===== src/rtl/serial_adder.sv =====
// Bit-serial adder: one full-adder bit per clock, LSB first. Optional signed overflow under SERIAL_ADDER_OVF_EN.
// Latency: done pulses WIDTH+1 cycles after the start edge. A new add can start every WIDTH+2 cycles.
// Backpressure: none. start is taken only in IDLE and dropped in SHIFT or DONE.
module serial_adder #(
  parameter int WIDTH = 8
) (
  input  logic             clk,
  input  logic             rst,
  input  logic             start,
  input  logic [WIDTH-1:0] a,
  input  logic [WIDTH-1:0] b,
  input  logic             cin,
  output logic             busy,
  output logic             done,
  output logic [WIDTH-1:0] sum,
  output logic             cout
`ifdef SERIAL_ADDER_OVF_EN
  ,
  output logic             ovf
`endif
);

  localparam int CW = (WIDTH > 1) ? $clog2(WIDTH) : 1;

  localparam logic [1:0] IDLE  = 2'd0;
  localparam logic [1:0] SHIFT = 2'd1;
  localparam logic [1:0] DONE  = 2'd2;

  logic [1:0]       state;
  logic [WIDTH-1:0] a_sr;
  logic [WIDTH-1:0] b_sr;
  logic             carry;
  logic [CW-1:0]    cnt;
  logic             s_bit;
  logic             c_next;
  logic             last;
  logic [WIDTH:0]   sum_cat;

  assign s_bit   = a_sr[0] ^ b_sr[0] ^ carry;
  assign c_next  = (a_sr[0] & b_sr[0]) | (carry & (a_sr[0] ^ b_sr[0]));
  assign last    = (cnt == CW'(WIDTH - 1));
  // The new bit enters at the MSB. Widening first keeps WIDTH=1 legal.
  assign sum_cat = {s_bit, sum};

  assign busy = (state == SHIFT);
  assign done = (state == DONE);

  always_ff @(posedge clk) begin
    if (rst) begin
      state <= IDLE;
      a_sr  <= '0;
      b_sr  <= '0;
      carry <= 1'b0;
      cnt   <= '0;
      sum   <= '0;
      cout  <= 1'b0;
`ifdef SERIAL_ADDER_OVF_EN
      ovf   <= 1'b0;
`endif
    end else begin
      case (state)
        IDLE: begin
          if (start) begin
            a_sr  <= a;
            b_sr  <= b;
            carry <= cin;
            cnt   <= '0;
            sum   <= '0;
`ifdef SERIAL_ADDER_OVF_EN
            ovf   <= 1'b0;
`endif
            state <= SHIFT;
          end
        end
        SHIFT: begin
          carry <= c_next;
          a_sr  <= a_sr >> 1;
          b_sr  <= b_sr >> 1;
          sum   <= sum_cat[WIDTH:1];
          if (last) begin
            cout  <= c_next;
`ifdef SERIAL_ADDER_OVF_EN
            // carry still holds the carry into the MSB on this edge
            ovf   <= carry ^ c_next;
`endif
            state <= DONE;
          end else begin
            cnt <= cnt + CW'(1);
          end
        end
        DONE: begin
          state <= IDLE;
        end
        default: begin
          state <= IDLE;
        end
      endcase
    end
  end

endmodule


===== config.mk =====
export PLATFORM = sky130hd
export DESIGN_NAME = serial_adder
export DESIGN_NICKNAME = d
export VERILOG_FILES = /design/src/rtl/serial_adder.sv
export SDC_FILE = /design/constraint.sdc
export NUM_CORES = 1
export LEC_CHECK = 0
export CORE_MARGIN = 2
export CORE_UTILIZATION = 35
export CTS_CLUSTER_DIAMETER = 40
export CTS_CLUSTER_SIZE = 40
export DETAILED_ROUTE_END_ITERATION = 16
export GPL_TIMING_DRIVEN = 0
export PLACE_DENSITY = 0.7
export SYNTH_ARGS = -nofsm -noshare
export SYNTH_HDL_FRONTEND = slang
export SYNTH_SLANG_ARGS = --single-unit
export TNS_END_PERCENT = 50

===== constraint.sdc =====
create_clock -name clk -period 3.2 [get_ports clk]
set_input_delay 0.64 -clock clk [delete_from_list [all_inputs] [get_ports clk]]
set_output_delay 0.64 -clock clk [all_outputs]
set_load 0.01 [all_outputs]

* After elaboration in Yosys (flattened, before gate mapping) *
Index checks and enable logic that the tools add are counted.

storage, ports and cells
  ROM bits = 0
  memories kept = 0
  bits in latches = 0
  word-level logic and storage cells = 39
  bits in writable memories = 0
  flip-flop bits (word level) = 31

cells by class
  divide/modulo/power cells = 0
  magnitude comparators = 0
  $mul = 0
  shift-type cells = 0
  mux-type cells = 14
  bitwise logic cells = 5
  equal/unequal tests = 6
  reductions and logical operators = 6
  add/sub/neg operators = 1

operator list
  kind                                                  count
  case mux 8 bit (2 select lines)                       3
  2-to-1 mux 8 bit                                      3
  2-to-1 mux 3 bit                                      2
  case mux 3 bit (2 select lines)                       1
  AND reduction 2 bit                                   3
  2-to-1 mux 2 bit                                      2
  != test 2 bit (second input constant)                 2
  case mux 2 bit (2 select lines)                       1
  adder 3 x 1 -> 3 bit (second input constant)          1
  equality test 3 bit (second input constant)           1
  AND reduction 3 bit                                   1
  AND 1 bit                                             2
  equality test 2 x 1 -> 1 bit (second input constant)  1
  equality test 2 bit (second input constant)           1
  zero test 2 bit                                       1
  != test 2 x 1 -> 1 bit (second input constant)        1
  case mux 1 bit (2 select lines)                       1
  nonzero test 2 bit                                    1
  bitwise XOR 1 bit                                     2
  2-to-1 mux 1 bit                                      1
  OR 1 bit                                              1

* Depth between registers and ports, before layout *
  depth in word-level cells = 4
  gate-level depth with buffers = 5
  depth with buffers taken out = 5

* Worst setup path before layout *
No wires, ideal clock.

  kind = reg-to-output
  start point = reg state[0]
  end point = out done
  data required time = 2.560 ns
  data arrival time = 0.816 ns
  setup slack = 1.744 ns
  buffers on the path = 2
  cell stages (with the launch flop) = 4
  cells stage by stage = dfxtp_1 > buf_6 > buf_6 > nor2b_1

between the ends
  longest elaborated chain between the ends = 1

RTL lines
  item                    RTL line  RTL
  start, declared         29        logic [1:0] state;
  start signal, assigned  50        state <= IDLE;
  start signal, assigned  72        state <= SHIFT;
  start signal, assigned  86        state <= DONE;
  equality test 2 bit     46        assign done = (state == DONE);
  end, declared           14        output logic done,

Every way passes these cells.

* Worst setup path in the final report *
  start point = reg state[0]
  end point = out busy

between the ends
  longest elaborated chain between the ends = 1

RTL lines
  item                          RTL line  RTL
  equality test 2 x 1 -> 1 bit  45        assign busy = (state == SHIFT);
  end, declared                 13        output logic busy,

Every way passes these cells.

==> impl_metrics.py <==
metrics = {
    "floorplan": {
        "core_area_sq_um": 3716,
        "io_pins": 31,
        "num_rows": 22,
        "die_area_sq_um": 4416,
        "start_util": 0.3673,
        "die-height_um": 66.45,
        "fp.dieW_um": 66.45,
    },
    "sta": {
        "fin_tns_setup_ns": 0,
        "setup_viol": 0,
        "layout_setup_ws_ns": 0.8246,
        "clock-skew-final_ns": 0.005844,
        "fin_crit_ns": 2.375,
        "slew_headroom": 0.7023,
        "fmax_mhz": 421.0,
        "period_share": 0.7423,
        "maxSlewViolCount": 0,
        "tightest_slew_ns": 0.4466,
        "rsz0062_at_grt": "no",
        "final_hold_viol_count": 0,
    },
    "synthesis": {
        "synth_edf_count": 0,
        "ys_seq_area_frac": 0.4546,
        "synth_cell_type_count": 26,
        "postSynthAreaPerCell_sq_um": 9.350,
        "syn_nets": 169,
        "synth_cells": 146,
        "synthFlopType": "dfxtp_1",
        "async_flop_share": 0,
        "synth_warnings": 0,
        "syn_area_sq_um": 1365,
        "ys_ff_latch": 31,
    },
    "worst_setup_path": {
        "critPathCaptureType": "output port",
        "crit_path_start_kind": "flop",
        "crit_type": "reg2out",
        "crit_fanout": 10,
        "reg2reg_depth": 5,
        "crit_arrival_ns": 1.74,
        "rr_startpoint": "cnt[0]",
        "r2r_slack_ns": 1.76,
        "cp.required_ns": 2.56,
        "r2r-end": "cnt[2]",
    },
    "routing": {
        "routedWlPerCell_um": 13.35,
        "routed_wl_um": 3098,
        "drtAntennaViolNets": 0,
        "drt_pass1_iterations": 4,
        "detail_route.vias_per_cell": 5.060,
        "remaining_drc_errors": 0,
        "vias": 1174,
        "drt_iter0_drc": 60,
    },
    "clock_tree": {
        "root_buffer": "clkbuf_8",
        "clock_latency_ns": 0.29,
        "holdBufCountCts": 0,
        "cts_setup_buffers": 0,
        "clock_path_buffers": 2,
        "cts_buffers": 5,
        "cts-resized-gates": 0,
        "h-tree-depth": 2,
        "clkTransAtPathRegs_ns": 0.06,
        "cts_tree": "done",
        "cts_sinks": 31,
    },
    "worst_hold_path": {
        "hold_path_end": "cnt[1]",
        "min-delay-start": "cnt[1]",
        "hold_class": "reg2reg",
        "hold_path_depth": 2,
    },
    "global_routing": {
        "antenna_found_initial": 0,
        "grt_max_degree": 11,
        "grt_pass1_wl_um": 5181,
        "grt_util_all_layers": 0.1578,
        "grt_pass1_vias": 1164,
        "grt_overflow_total": 0,
    },
    "placement": {
        "hpwl_um": 2308,
        "port_buffers": 30,
        "dp_slack_ns": 1.014,
        "place_area_sq_um": 1725,
        "dp.cells": 224,
        "place.gp.congestion": 0.7811,
    },
    "finish": {
        "final_cells": 232,
        "final_area_sq_um": 1843,
        "n_antenna_cell": 0,
        "final_common_cell": "dfxtp_1",
        "num-nets-final": 206,
        "final_cell_mix": "dfxtp_1, clkdlybuf4s50_1, nor2_1",
        "syn2layout_area_growth_pct": 35.01,
        "final_util": 0.4960,
        "drive_gt1_frac": 0.1033,
    },
    "status": {
        "outcome": "complete, no violations",
    },
    "power_and_ir_drop": {
        "leakage_nw": 0.7088,
        "power.density_nw_per_um2": 519.5,
        "ir_drop_v": 0.0002117,
    },
    "run": {
        "maxCapViolCount": 0,
    },
}
## cell usage after synthesis (3+ instances only)
master	instances	area share
o21ai_0	4	0.015
a22oi_1	7	0.038
clkbuf_1	5	0.014
nand2_1	3	0.0082
nand2b_1	5	0.023
a211oi_1	12	0.066
a21oi_1	10	0.037
nor2_1	27	0.074
inv_1	8	0.022
dfxtp_1	31	0.45
mux2i_1	12	0.088
o221a_2	3	0.025
## worst max-delay path by stage
stage / startpoint / to / slack [ns] / cells after the start
3_5_place_dp: rst / sum[0] / 1.01 / 4
4_1_cts: state[0] / busy / 0.84 / 3
6_report: state[0] / busy / 0.82 / 3
3_3_place_gp: rst / sum[0] / 1.01 / 4
2_1_floorplan: state[0] / done / 1.74 / 3
5_1_grt: state[0] / busy / 0.76 / 3
## critical path, cell delays in order (launching register included)
cell and delay [ns]:
dfxtp_1 0.45, nand2b_1 0.22, inv_2 0.21, clkdlybuf4s50_1 0.57
## per-layer routing
| metal | wire length (um) | GRT usage | part of all wire |
|---|---|---|---|
| met1 | 1352 | 0.1912 | 0.44 |
| met2 | 1463 | 0.2488 | 0.47 |
| met3 | 215 | 0.03716 | 0.069 |
| met4 | 67 | 0.1020 | 0.022 |
| met5 | 0 | 0 | 0 |
## per-stage QoR
| step | hold WS, ns | total power [W] |
|---|---|---|
| after global routing | 0.5122 | 0.0009996 |
| after CTS | 0.4878 | 0.0009663 |
| after floorplan | 0.4522 | 0.0005134 |
| final | 0.4847 | 0.0009575 |
| after detailed placement | 0.4742 | 0.0005649 |
| after global placement | 0.4633 | 0.0005579 |
## flip-flops by register name, summed over array words and instances (netlist names)
| signal | count |
|---|---|
| a_sr | 8 |
| b_sr | 8 |
| sum | 8 |
| cnt | 3 |
| state | 2 |
| carry | 1 |
| cout | 1 |
## layout make-up
| cell class | count | area, sq um |
|---|---|---|
| clock inverters | 2 | 35.03 |
| clock buffers | 6 | 82.58 |
| inverters | 9 | 33.78 |
| flip-flops and latches | 31 | 620.6 |
| fillers | 339 | 1873 |
| multi-input cells | 97 | 659.4 |
| plain buffers | 9 | 51.30 |
| well taps | 48 | 60.06 |
| repair buffers | 30 | 300.3 |
## where the power goes
group / leakage [nW] / total (W) / switching, W / internal, W
logic: 0.393 / 0.000131 / 0.0000627 / 0.0000681
clock network: 0.0612 / 0.000402 / 0.000150 / 0.000252
registers: 0.255 / 0.000425 / 0.0000155 / 0.000410
total: 0.709 / 0.000957 / 0.000228 / 0.000729
## logic make-up after synthesis
kind of cell             synth area share
adder cells (fa/ha/maj)           0.03299
multiplexers                      0.08800
flip-flops                         0.4546
AND/OR/NAND/NOR                    0.1476
AO/OA/AOI/OAI                      0.2145
buffers and inverters             0.06233
No activity file was read; power rests on OpenSTA's default activity.
